`src/rtl/ntt_pkg.sv`:
```
// Shared constants and FSM encoding for the ML-KEM forward-NTT sequencer.
// Optional cycle counter is enabled by defining NTT_CYC_CNT_EN.
package ntt_pkg;

    localparam int unsigned N            = 256;
    localparam int unsigned LOG_N        = 8;
    localparam int unsigned NUM_LAYERS   = 7;
    localparam int unsigned BF_PER_LAYER = 128;
    localparam int unsigned Q            = 3329;

    localparam int unsigned MEM_LAT_DEF  = 1;
    localparam int unsigned BU_LAT_DEF   = 17;

    typedef enum logic [1:0] {
        ST_IDLE  = 2'd0,
        ST_READ  = 2'd1,
        ST_DRAIN = 2'd2,
        ST_DONE  = 2'd3
    } ntt_state_e;

endpackage

```
`src/rtl/ntt_ctrl_if.sv`:
```
// Control/address bundle between the NTT sequencer, its host and the RAM/butterfly.
// cyc_cnt exists only when NTT_CYC_CNT_EN is defined.
interface ntt_ctrl_if #(
    parameter int unsigned ADDR_W = 8
);
    logic              start;
    logic              busy;
    logic              done;
    logic              rd_en;
    logic [ADDR_W-1:0] rd_addr_a;
    logic [ADDR_W-1:0] rd_addr_b;
    logic [6:0]        tw_idx;
    logic              wr_en;
    logic [ADDR_W-1:0] wr_addr_a;
    logic [ADDR_W-1:0] wr_addr_b;
`ifdef NTT_CYC_CNT_EN
    logic [15:0]       cyc_cnt;

    modport master (
        input  start,
        output busy, done, rd_en, rd_addr_a, rd_addr_b, tw_idx,
        output wr_en, wr_addr_a, wr_addr_b, cyc_cnt
    );
    modport slave (
        output start,
        input  busy, done, rd_en, rd_addr_a, rd_addr_b, tw_idx,
        input  wr_en, wr_addr_a, wr_addr_b, cyc_cnt
    );
`else
    modport master (
        input  start,
        output busy, done, rd_en, rd_addr_a, rd_addr_b, tw_idx,
        output wr_en, wr_addr_a, wr_addr_b
    );
    modport slave (
        output start,
        input  busy, done, rd_en, rd_addr_a, rd_addr_b, tw_idx,
        input  wr_en, wr_addr_a, wr_addr_b
    );
`endif
endinterface

```
`src/rtl/ntt_dly.sv`:
```
// Fixed-depth shift register with asynchronous clear; aligns write-back
// addresses with the butterfly outputs.
module ntt_dly #(
    parameter int unsigned DEPTH = 18,
    parameter int unsigned WIDTH = 17
) (
    input  logic             clk,
    input  logic             rst_n,
    input  logic [WIDTH-1:0] i_d,
    output logic [WIDTH-1:0] o_q
);

    logic [WIDTH-1:0] r_stage [DEPTH];

    always_ff @(posedge clk or negedge rst_n) begin
        if (!rst_n) begin
            for (int i = 0; i < int'(DEPTH); i++) begin
                r_stage[i] <= '0;
            end
        end else begin
            r_stage[0] <= i_d;
            for (int i = 1; i < int'(DEPTH); i++) begin
                r_stage[i] <= r_stage[i-1];
            end
        end
    end

    assign o_q = r_stage[DEPTH-1];

endmodule

```
`src/rtl/ntt_ctrl.sv`:
```
// Sequencer for the 256-point forward NTT: read/twiddle/write-back addressing
// over 7 layers with inter-layer drain. Define NTT_CYC_CNT_EN for cyc_cnt.
module ntt_ctrl
    import ntt_pkg::*;
#(
    parameter int unsigned MEM_LAT = MEM_LAT_DEF,
    parameter int unsigned BU_LAT  = BU_LAT_DEF,
    parameter int unsigned ADDR_W  = LOG_N
) (
    input logic        clk,
    input logic        rst_n,
    ntt_ctrl_if.master bus
);

    localparam int unsigned         L          = MEM_LAT + BU_LAT;
    localparam int unsigned         DRAIN_W    = $clog2(L + 1);
    localparam int unsigned         DLY_W      = 2 * ADDR_W + 1;
    localparam logic [2:0]          LAST_LAYER = 3'(NUM_LAYERS - 1);
    localparam logic [6:0]          LAST_BF    = 7'(BF_PER_LAYER - 1);
    localparam logic [DRAIN_W-1:0]  DRAIN_INIT = DRAIN_W'(L);
    localparam logic [DRAIN_W-1:0]  DRAIN_ONE  = DRAIN_W'(1);

    ntt_state_e          r_state;
    ntt_state_e          w_state_next;
    logic [2:0]          r_layer;
    logic [6:0]          r_bf;
    logic [DRAIN_W-1:0]  r_drain;

    logic                w_accept;
    logic                w_busy;
    logic                w_done;
    logic                w_rd_en;
    logic [ADDR_W-1:0]   w_len;
    logic [6:0]          w_g;
    logic [ADDR_W-1:0]   w_addr_a;
    logic [ADDR_W-1:0]   w_addr_b;
    logic [6:0]          w_tw;
    logic [DLY_W-1:0]    w_dly_q;

    assign w_accept = (r_state == ST_IDLE) && bus.start;

    always_ff @(posedge clk or negedge rst_n) begin
        if (!rst_n) begin
            r_state <= ST_IDLE;
        end else begin
            r_state <= w_state_next;
        end
    end

    always_comb begin
        w_state_next = r_state;
        case (r_state)
            ST_IDLE:  if (bus.start) w_state_next = ST_READ;
            ST_READ:  if (r_bf == LAST_BF) w_state_next = ST_DRAIN;
            ST_DRAIN: begin
                if (r_drain == DRAIN_ONE) begin
                    w_state_next = (r_layer == LAST_LAYER) ? ST_DONE : ST_READ;
                end
            end
            ST_DONE:  w_state_next = ST_IDLE;
            default:  w_state_next = ST_IDLE;
        endcase
    end

    // bf wraps 127 -> 0 naturally, so the next layer starts at bf 0.
    always_ff @(posedge clk or negedge rst_n) begin
        if (!rst_n) begin
            r_layer <= '0;
            r_bf    <= '0;
            r_drain <= '0;
        end else begin
            case (r_state)
                ST_IDLE: begin
                    if (bus.start) begin
                        r_layer <= '0;
                        r_bf    <= '0;
                    end
                end
                ST_READ: begin
                    r_bf <= r_bf + 7'd1;
                    if (r_bf == LAST_BF) r_drain <= DRAIN_INIT;
                end
                ST_DRAIN: begin
                    r_drain <= r_drain - DRAIN_ONE;
                    if (r_drain == DRAIN_ONE && r_layer != LAST_LAYER) begin
                        r_layer <= r_layer + 3'd1;
                    end
                end
                default: ;
            endcase
        end
    end

    // a = g*2*len + o, built from disjoint bit fields since len is a power of two.
    always_comb begin
        w_busy   = (r_state != ST_IDLE);
        w_done   = (r_state == ST_DONE);
        w_rd_en  = 1'b0;
        w_len    = '0;
        w_g      = '0;
        w_addr_a = '0;
        w_addr_b = '0;
        w_tw     = '0;
        if (r_state == ST_READ) begin
            w_rd_en  = 1'b1;
            w_len    = ADDR_W'(BF_PER_LAYER) >> r_layer;
            w_g      = r_bf >> (3'd7 - r_layer);
            w_addr_a = (ADDR_W'(w_g) << (4'd8 - {1'b0, r_layer}))
                     | (ADDR_W'(r_bf) & (w_len - ADDR_W'(1)));
            w_addr_b = w_addr_a + w_len;
            w_tw     = (7'd1 << r_layer) + w_g;
        end
    end

    assign bus.busy      = w_busy;
    assign bus.done      = w_done;
    assign bus.rd_en     = w_rd_en;
    assign bus.rd_addr_a = w_addr_a;
    assign bus.rd_addr_b = w_addr_b;
    assign bus.tw_idx    = w_tw;

    ntt_dly #(
        .DEPTH (L),
        .WIDTH (DLY_W)
    ) u_dly (
        .clk   (clk),
        .rst_n (rst_n),
        .i_d   ({w_rd_en, w_addr_a, w_addr_b}),
        .o_q   (w_dly_q)
    );

    assign bus.wr_en     = w_dly_q[DLY_W-1];
    assign bus.wr_addr_a = w_dly_q[2*ADDR_W-1:ADDR_W];
    assign bus.wr_addr_b = w_dly_q[ADDR_W-1:0];

`ifdef NTT_CYC_CNT_EN
    logic [15:0] r_cyc_cnt;

    always_ff @(posedge clk or negedge rst_n) begin
        if (!rst_n) begin
            r_cyc_cnt <= '0;
        end else if (w_accept) begin
            r_cyc_cnt <= '0;
        end else if (w_busy) begin
            r_cyc_cnt <= r_cyc_cnt + 16'd1;
        end
    end

    assign bus.cyc_cnt = r_cyc_cnt;
`else
    logic w_unused_accept;
    assign w_unused_accept = w_accept;
`endif

endmodule

```
`src/flat_wrapper.sv`:
```
// flat-port wrapper written by rule: the top's interface ports become plain ports
module ntt_ctrl_flat import ntt_pkg::*;
#(
    parameter int unsigned MEM_LAT = MEM_LAT_DEF,
    parameter int unsigned BU_LAT  = BU_LAT_DEF,
    parameter int unsigned ADDR_W  = LOG_N
)
  (clk, rst_n, bus_start, bus_busy, bus_done, bus_rd_en, bus_rd_addr_a, bus_rd_addr_b, bus_tw_idx, bus_wr_en, bus_wr_addr_a, bus_wr_addr_b);
  ntt_ctrl_if #(.ADDR_W(ADDR_W)) bus_i ();
  input logic clk;
  input logic rst_n;
  input wire logic [$bits(bus_i.start)-1:0] bus_start;
  output wire logic [$bits(bus_i.busy)-1:0] bus_busy;
  output wire logic [$bits(bus_i.done)-1:0] bus_done;
  output wire logic [$bits(bus_i.rd_en)-1:0] bus_rd_en;
  output wire logic [$bits(bus_i.rd_addr_a)-1:0] bus_rd_addr_a;
  output wire logic [$bits(bus_i.rd_addr_b)-1:0] bus_rd_addr_b;
  output wire logic [$bits(bus_i.tw_idx)-1:0] bus_tw_idx;
  output wire logic [$bits(bus_i.wr_en)-1:0] bus_wr_en;
  output wire logic [$bits(bus_i.wr_addr_a)-1:0] bus_wr_addr_a;
  output wire logic [$bits(bus_i.wr_addr_b)-1:0] bus_wr_addr_b;
  assign bus_i.start = bus_start;
  assign bus_busy = bus_i.busy;
  assign bus_done = bus_i.done;
  assign bus_rd_en = bus_i.rd_en;
  assign bus_rd_addr_a = bus_i.rd_addr_a;
  assign bus_rd_addr_b = bus_i.rd_addr_b;
  assign bus_tw_idx = bus_i.tw_idx;
  assign bus_wr_en = bus_i.wr_en;
  assign bus_wr_addr_a = bus_i.wr_addr_a;
  assign bus_wr_addr_b = bus_i.wr_addr_b;
  ntt_ctrl #(.MEM_LAT(MEM_LAT), .BU_LAT(BU_LAT), .ADDR_W(ADDR_W)) u_core (.clk(clk), .rst_n(rst_n), .bus(bus_i));
endmodule
```
`config.mk`:
```
export PLATFORM = sky130hd
export DESIGN_NAME = ntt_ctrl_flat
export DESIGN_NICKNAME = d
export VERILOG_FILES = /design/src/rtl/ntt_pkg.sv /design/src/rtl/ntt_ctrl_if.sv /design/src/rtl/ntt_dly.sv /design/src/rtl/ntt_ctrl.sv /design/src/flat_wrapper.sv
export SDC_FILE = /design/constraint.sdc
export NUM_CORES = 1
export LEC_CHECK = 0
export ABC_AREA = 1
export CELL_PAD_IN_SITES_DETAIL_PLACEMENT = 0
export CELL_PAD_IN_SITES_GLOBAL_PLACEMENT = 1
export CORE_MARGIN = 1
export CORE_UTILIZATION = 30
export CTS_CLUSTER_SIZE = 28
export DETAILED_ROUTE_END_ITERATION = 6
export PLACE_DENSITY = 0.52
export SLEW_MARGIN = 10
export SYNTH_ARGS = -nofsm -noshare
export SYNTH_HDL_FRONTEND = slang
export SYNTH_SLANG_ARGS = --single-unit
export TNS_END_PERCENT = 10
```
`constraint.sdc`:
```
create_clock -name clk -period 4.9 [get_ports clk]
set_input_delay 1.47 -clock clk [delete_from_list [all_inputs] [get_ports clk]]
set_output_delay 1.47 -clock clk [all_outputs]
set_load 0.02 [all_outputs]
```
==> Word-level counts from Yosys, hierarchy flattened <==
Cells that the tools add are included.
{ "op_classes": {"reduce_logical": 10, "n_bitwise": 2, "addsub": 8, "eq_ne": 11, "n_shift": 4, "n_mux": 16} }
{ "ops": {"columns": ["op", "count"], "rows": [
  ["2-to-1 mux 8 bit", 2],
  ["2-to-1 mux 7 bit", 2],
  ["one-hot mux 7 bit (2 select lines)", 1],
  ["one-hot mux 5 bit (2 select lines)", 1],
  ["adder 8 bit", 1],
  ["AND 7 x 8 -> 8 bit", 1],
  ["2-to-1 mux 2 bit", 4],
  ["OR 8 bit", 1],
  ["one-hot mux 2 bit (4 select lines)", 1],
  ["nonzero test 2 bit", 4],
  ["left shift 7 x 4 -> 8 bit", 1],
  ["right shift 8 x 3 -> 8 bit (first input constant)", 1],
  ["subtractor 8 x 1 -> 8 bit (second input constant)", 1],
  ["adder 7 x 1 -> 7 bit (second input constant)", 1],
  ["adder 7 bit", 1],
  ["== test 7 bit (second input constant)", 1],
  ["left shift 1 x 3 -> 7 bit (first input constant)", 1],
  ["right shift 7 x 3 -> 7 bit", 1],
  ["2-to-1 mux 3 bit", 2],
  ["!= test 2 x 1 -> 1 bit (second input constant)", 3],
  ["one-hot mux 3 bit (2 select lines)", 1],
  ["AND reduction 3 bit", 2],
  ["== test 5 x 1 -> 1 bit (second input constant)", 1],
  ["2-to-1 mux 5 bit", 1],
  ["other kinds (13)", 15]
]} }
{ "word_totals": {"wordCells": 73, "register_bits": 323, "in_bits": 3} }

==> Logic depth before layout (Yosys ltp) <==
Gate-level depths: netlist (run 1).
{ "logic_depth": {"depth_word": 6, "ltp_mapped": 21, "ltp_nobuf": 20} }

==> By module <==
From an unflattened synthesis (run 1), not the netlist that was laid out.
{ "unflattened": {"cells_unflattened": 683, "hier_area_um2": 10044.6} }
{ "modules_own_cells": {"columns": ["mod", "area_per_inst_um2", "seq_area_each_um2", "cells_each", "instances"], "rows": [
  ["ntt_dly", 7785.0, 7657.3, 323, 1],
  ["ntt_ctrl", 2259.7, 425.4, 360, 1]
]} }

==> Worst setup path before layout (run 1) <==
OpenSTA, ideal clock, no wires.
{ "synth_timing": {"path_type": "register to output", "from": "register u_core.r_layer[0]", "to": "output port bus_rd_addr_b[7]", "n_path_buf": 1, "path_slack_ns": 0.328, "t_required_ns": 3.430, "stages_incl_launch_ff": 18, "t_arrival_ns": 3.102, "cell_sequence": "dfrtp_1 > inv_2 > buf_6 > ha_1 > nand2_1 > inv_2 > nor2_1 > nand2_1 > nor2_1 > a21oi_1 > o21ai_0 > o311ai_2 > ha_1 > a21oi_1 > o21bai_1 > a21oi_1 > a21oi_1 > nor2_1"} }
{ "synth_between": {"elab_chain_len": 6} }
{ "synth_lines": {"columns": ["item", "line", "text"], "rows": [
  ["start: declaration", "ntt_ctrl.sv:25", "logic [2:0] r_layer;"],
  ["start signal: assignment", "ntt_ctrl.sv:86", "r_layer <= r_layer + 3'd1;"],
  ["subtractor 3 bit or right shift 8 x 3 -> 8 bit (tied branches)", "ntt_ctrl.sv:107, ntt_ctrl.sv:106", null],
  ["right shift 7 x 3 -> 7 bit or subtractor 8 x 1 -> 8 bit (tied branches)", "ntt_ctrl.sv:107, ntt_ctrl.sv:109", null],
  ["left shift 7 x 4 -> 8 bit or AND 7 x 8 -> 8 bit (tied branches)", "ntt_ctrl.sv:108, ntt_ctrl.sv:109", null],
  ["OR 8 bit", "ntt_ctrl.sv:109", "| (ADDR_W'(r_bf) & (w_len - ADDR_W'(1)));"],
  ["adder 8 bit *", "ntt_ctrl.sv:110", "w_addr_b = w_addr_a + w_len;"],
  ["2-to-1 mux 8 bit *", "ntt_ctrl.sv:104", "if (r_state == ST_READ) begin"],
  ["end: declaration", "flat_wrapper.sv:17", "output wire logic [$bits(bus_i.rd_addr_b)-1:0] bus_rd_addr_b;"]
]} }
Mark *: on every way between the ends. The rest lies on a longest branch, timed or not.

==> Final worst setup path (run 1) <==
Ends and elaborated chain as after synthesis.

==> flow_summary_export.csv, run 1 <==
group,metric,value,unit
die,die-width,186,µm
sta,period_share,96.8,%
die,start_util,30.8,%
worst_setup_path,endpoint_kind,"output port",
synth,synth_edf_count,0,
sta,final-max-slew-violation-count,0,
layout,diodes,0,
layout,final_nets,814,
detailed_routing,drt-met1-wl,7680,µm
sta,slew_headroom,58.8,%
detailed_routing,wl_per_cell,13.3,µm
worst_setup_path,crit_fanout,4,
synth,synth_flop_cell,"dfrtp_1",
clocking,clk_pin_slew,0.06,ns
detailed_routing,wl_met2,7600,µm
detailed_routing,vias,5105,
die,die_h,186,µm
flow_run,cap_violations,0,
sta,tns,0,ns
clocking,cts-root-buf,"clkbuf_16",
die,core,32900,µm²
worst_setup_path,worstPathRequired,3.43,ns
die,die_area,34500,µm²
layout,drive_above_1_share,23.4,%
detailed_routing,drcViolationCount,0,
sta,grt_setup_unrepaired,"true",
sta,tightest_slew,0.617,ns
sta,hold_viol_final,0,
clocking,h-tree-depth,2,
synth,synthArstFlopShare,100,%
grt,antenna_found_initial,0,
sta,finalSetupViolations,0,
clocking,cts_tree,"done",
detailed_routing,dr.max_layer_used,"met4",
grt,grt_pass1_wl,27900,µm
layout,synthToLayoutAreaGrowth,25.0,%
placed_design,gp_congestion,0.809,
sta,period_minus_slack,4.74,ns
worst_setup_path,cp.arrival,3.27,ns
power_and_ir_drop,ir_drop,177,µV
clocking,clock_latency,0.50,ns
grt,grt.overflow.total,0,
sta,fin_worst_skew,0.0119,ns
min_path,holdCritPathClass,"reg2reg",
placed_design,dpl_cell_area,11300,µm²
layout,design_area,12700,µm²
grt,grtUsageTotal,10.3,%
status,status,"completed",
die,rows,66,
clocking,cts_buffer_depth,3,
synth,avgSynthCellArea,15.0,µm²
placed_design,post-place-ws,-0.0329,ns
detailed_routing,drtAntennaViolNets,0,
grt,grt_max_degree,94,
synth,syn_inst,675,
worst_setup_path,path_class,"reg2out",
detailed_routing,detail_route.iter0.violations,285,
synth,synth_area,10100,µm²
layout,finalNonFillerCells,1253,
clocking,clock_sinks,323,
placed_design,placed_cells_incl_taps,1185,
sta,clock.fmax,0.211,GHz
synth,synth-seq-cells,323,
detailed_routing,wl_met3,759,µm
power_and_ir_drop,leakagePower,5.82,nW
detailed_routing,first_pass_iters,4,
layout,final_common_cell,"dfrtp_1",
synth,ys_seq_area_share,79.8,%
synth,yosys.cell_types.count,42,
synth,yosys_warnings,0,
power_and_ir_drop,power_density,414,nW/µm²
sta,layout_setup_ws,0.159,ns
grt,first_global_vias,5426,
die,ios,46,
layout,fill_cells,3193,
detailed_routing,routed_wl,16600,µm
placed_design,dpl.hpwl,10800,µm
layout,layout_common_cells,"321 x dfrtp_1, 70 x nand2_1, 53 x buf_4, 52 x inv_1, 35 x clkbuf_16",
detailed_routing,viasPerCell,4.07,
placed_design,numPortBuffers,45,
clocking,cts_buffers,34,
worst_setup_path,crit_path_start_kind,"flip-flop",
synth,synth_fp_nets,702,
## logic make-up (layout without fill, tap and decap cells)
logic type | Yosys count | count (layout) | share of synthesized area [%]
muxes | 2 | 2 | 0.198
DFF | 323 | 323 | 79.8
buffers and inverters | 83 | 219 | 4.47
xor gates and xnor gates | 4 | 4 | 0.346
adders and majority gates | 24 | 24 | 3.04
and+or+nand+nor | 164 | 164 | 7.91
AOI/OAI and AO/OA | 75 | 75 | 4.25
## metrics by stage
| stage | hold slack, ns | power, mW | util [%] |
|---|---|---|---|
| final | 0.334 | 5.25 | 38.5 |
| after global routing | 0.346 | 5.46 | 38.5 |
| after CTS | 0.336 | 5.36 | 37.9 |
| after detailed placement | 0.335 | 2.78 | 34.3 |
| after global placement | 0.331 | 2.77 | 34.3 |
| after floorplan | 0.331 | 2.72 | - |
## final timing paths
path / startpoint / to / slack [ns] / cells past startpoint
worst min-delay path: u_core.u_dly.r_stage[177] / u_core.u_dly.r_stage[160] / 0.33 / 0
worst max-delay path: u_core.r_layer[0] / bus_rd_addr_b[7] / 0.16 / 15
max in group asynchronous: rst_n / u_core.u_dly.r_stage[196] / 3.03 / 2
worst min register to register: u_core.u_dly.r_stage[177] / u_core.u_dly.r_stage[160] / 0.33 / 0
min in group asynchronous: rst_n / u_core.u_dly.o_q[1] / 0.89 / 1
worst max register to register: u_core.r_layer[0] / u_core.u_dly.r_stage[296] / 2.04 / 15
## critical path, cell delays in order, from the launching register on
cell and delay, ns:
dfrtp_2 0.45, ha_1 0.23, buf_4 0.14, ha_1 0.25, nor4_2 0.22, nand2_1 0.13, o21ai_1 0.13, o211ai_1 0.15
ha_1 0.33, inv_1 0.05, nor3_1 0.16, nand2_1 0.12, nand3_2 0.08, nand2_2 0.06, nor2_4 0.13, buf_6 0.12
## registers in the layout, indices dropped and copies added, names as in the netlist
signal	count
u_core.u_dly.r_stage	289
u_core.u_dly.o_q	17
u_core.r_bf	7
u_core.r_drain	5
u_core.r_layer	3
u_core.r_state	2
## synth_stat cells, drive strengths merged, types with 4 or more instances
cell	n	area, µm²
dfrtp	323	8080
nand2	87	367
inv	58	218
nor2	34	128
a21oi	31	155
nand3	31	228
o21ai	29	160
ha	23	288
buf	19	154
clkbuf	4	45.0
nor3	4	20.0
o22ai	4	25.0
## cell type report
type                       count  area [µm²]  share of cell area [%]
sequential                   323        8090                    63.8
multi-input combinational    269        1800                    14.2
clock buffer                  50        1010                    7.99
timing repair buffer         100         862                    6.81
tap                          442         553                    4.37
inverter                      59         226                    1.79
clock inverter                10         131                    1.04
## timing repair
action	4_1_cts	5_1_grt
buffers inserted	3	5
gates resized for setup	37	58
hold buffers	0	0
pin swaps	4	14
setup endpoints to repair	10	11
## report_power, final
group	total [mW]	switching, mW	internal, mW
Sequential	2.67	0	2.67
Clock	2.53	0.980	1.55
Combinational	0.0545	0.0489	0.00560
Total	5.25	1.03	4.22
## routing by layer
metal / global-route usage (%) / up-vias
met3: 2.17 / 42
met1: 13.8 / 2593
met4: 5.02 / 0
met2: 15.9 / 107
li1: - / 2363
met5: 0 / -
No activity file was read; power rests on OpenSTA's default activity.
==> run 2, diff against run 1 <==
--- a/config.mk
+++ b/config.mk
@@ -8,2 +8,3 @@
 export ABC_AREA = 1
+export ABC_CLOCK_PERIOD_IN_PS = 4900
 export CELL_PAD_IN_SITES_DETAIL_PLACEMENT = 0
==> constraint.sdc (replaced) <==
create_clock -name clk -period 4.9 [get_ports clk]
set_input_delay 0.735 -clock clk [delete_from_list [all_inputs] [get_ports clk]]
set_output_delay 0.735 -clock clk [all_outputs]
set_load 0.02 [all_outputs]
==> run 2 against run 1 <==
  * Combinational power down 2%
  * Register-to-register slack worse by 0.31 ns
  * Critical path depth down 2
  * Sequential share of layout area up 2.8 points
  * Via count down 2.5%
  * Critical path type unchanged
  * Largest cell class unchanged
  * First-iteration DRC count down 15%
  * Clock power down 2%
==> flow_summary_export.csv, run 2 (synthesized netlist as in run 1, its figures left out) <==
group,metric,value,unit
placed_design,gp_congestion,0.829,
power_and_ir_drop,leakagePower,5.60,nW
layout,synthToLayoutAreaGrowth,19.7,%
sta,clock.fmax,0.214,GHz
placed_design,numPortBuffers,45,
worst_setup_path,crit_slowest_cell,"dfrtp_2",
sta,tightest_slew,0.928,ns
clocking,clock_sinks,323,
worst_setup_path,crit_fanout,11,
sta,layout_setup_ws,0.236,ns
grt,grt.overflow.total,0,
placed_design,dpl_cell_area,11000,µm²
detailed_routing,first_pass_iters,4,
layout,multi_input_area,1610,µm²
worst_setup_path,critical_path.top_delay_family,"adder cells",
clocking,cts_tree,"done",
grt,antenna_found_initial,0,
layout,post-route-util,36.9,%
clocking,cts_setup_buffers,0,
placed_design,post-place-ws,0.243,ns
worst_setup_path,slowest_delay,0.49,ns
worst_setup_path,cp_cell_sequence,"inv_2, ha_1, ha_2, inv_1, nand3_1, nand2_1, ha_1, a21oi_1, nor2_1, a211oi_1, a21oi_1, nor2_1, dlygate4sd2_1",
clocking,clk_pin_slew,0.06,ns
layout,layout_common_cells,"322 x dfrtp_1, 79 x nand2_1, 55 x inv_1, 38 x clkdlybuf4s50_1, 35 x clkbuf_16",
die,ios,46,
placed_design,dpl.hpwl,10500,µm
detailed_routing,detail_route.iter0.violations,243,
clocking,cts_buffer_depth,3,
clocking,cts_resized,6,
sta,fin_worst_skew,0.0115,ns
layout,diodes,0,
placed_design,placed_cells_incl_taps,1147,
worst_setup_path,worstPathRequired,4.16,ns
detailed_routing,vias,4978,
grt,first_global_vias,5215,
layout,drive_above_1_share,13.3,%
flow_run,cap_violations,0,
clocking,h-tree-depth,2,
grt,grt_max_degree,134,
min_path,holdCritPathClass,"in2async",
die,core,32900,µm²
die,die-width,186,µm
sta,slew_headroom,38.1,%
clocking,clock_latency,0.51,ns
clocking,holdBufCountCts,0,
power_and_ir_drop,ir_drop,208,µV
power_and_ir_drop,power_density,429,nW/µm²
die,die_h,186,µm
clocking,cts_buffers,34,
layout,finalNonFillerCells,1207,
worst_setup_path,cp.arrival,3.93,ns
die,start_util,30.8,%
sta,final-max-slew-violation-count,0,
worst_setup_path,cp_num_buf_inv,3,
sta,tns,0,ns
detailed_routing,routed_wl,16500,µm
power_and_ir_drop,total_power,5.20,mW
sta,period_minus_slack,4.66,ns
detailed_routing,wl_per_cell,13.7,µm
worst_setup_path,endpoint_kind,"output port",
clocking,cts-root-buf,"clkbuf_16",
die,die_area,34500,µm²
detailed_routing,drcViolationCount,0,
sta,period_share,95.2,%
layout,fill_cells,3212,
sta,finalSetupViolations,0,
layout,design_area,12100,µm²
status,status,"completed",
worst_setup_path,crit_path_start_kind,"flip-flop",
layout,final_common_cell,"dfrtp_1",
sta,fin_hold_ws,0.334,ns
grt,grtUsageTotal,10.2,%
die,rows,66,
layout,regMostFlops,"u_core.u_dly.r_stage",
layout,regArea,8080,µm²
detailed_routing,viasPerCell,4.12,
sta,hold_viol_final,0,
layout,largest_register_ffs,289,
sta,grt_setup_unrepaired,"false",
grt,grt_pass1_wl,27400,µm
worst_setup_path,path_class,"reg2out",
detailed_routing,drtAntennaViolNets,0,
layout,final_nets,768,
run 2: cell types whose count changed in the layout (fill, tap and decap cells not counted), moves of 4 or more:
cell             delta
a21oi_2             -7
nor2_4              -6
buf_4              -45
nand2_2             -7
o21ai_0             +6
ha_1                +5
nand2_1             +9
clkdlybuf4s50_1     +5
nor2_1              +8
clkinv_2            +4
clkbuf_1            -4
a21oi_1             +7
run 2: cell type report:
type	instances	area share (%)
repair buffers	54	4.49
multi-input cells	269	13.3
inverters	59	1.84
clock inverters	12	0.753
clock buffers	48	8.45
flip-flops and latches	323	66.6
well taps	442	4.56
run 2: worst paths after layout:
path	slack [ns]	start	end	cells past startpoint
hold reg to reg	0.34	u_core.u_dly.r_stage[239]	u_core.u_dly.r_stage[222]	0
hold / removal	0.33	rst_n	u_core.u_dly.o_q[1]	1
min in group clk	0.34	u_core.u_dly.r_stage[239]	u_core.u_dly.r_stage[222]	0
setup reg to reg	1.73	u_core.r_layer[1]	u_core.u_dly.r_stage[295]	12
setup / recovery	0.24	u_core.r_layer[1]	bus_rd_addr_b[6]	13
max in group asynchronous	3.29	rst_n	u_core.r_layer[1]	2
run 2: layer usage:
layer	vias up	wire (µm)	global-route usage [%]	share of wire, %
li1	2277	-	-	-
met1	2549	7530	13.4	45
met2	102	7660	15.9	46
met3	50	739	2.50	4.5
met4	0	612	4.85	3.7
met5	-	0	0	0
run 2: power by group:
part	total, mW	switching (mW)	internal (mW)
combinational	0.0536	0.0490	0.00458
sequential	2.67	0	2.67
clock	2.48	1.00	1.47
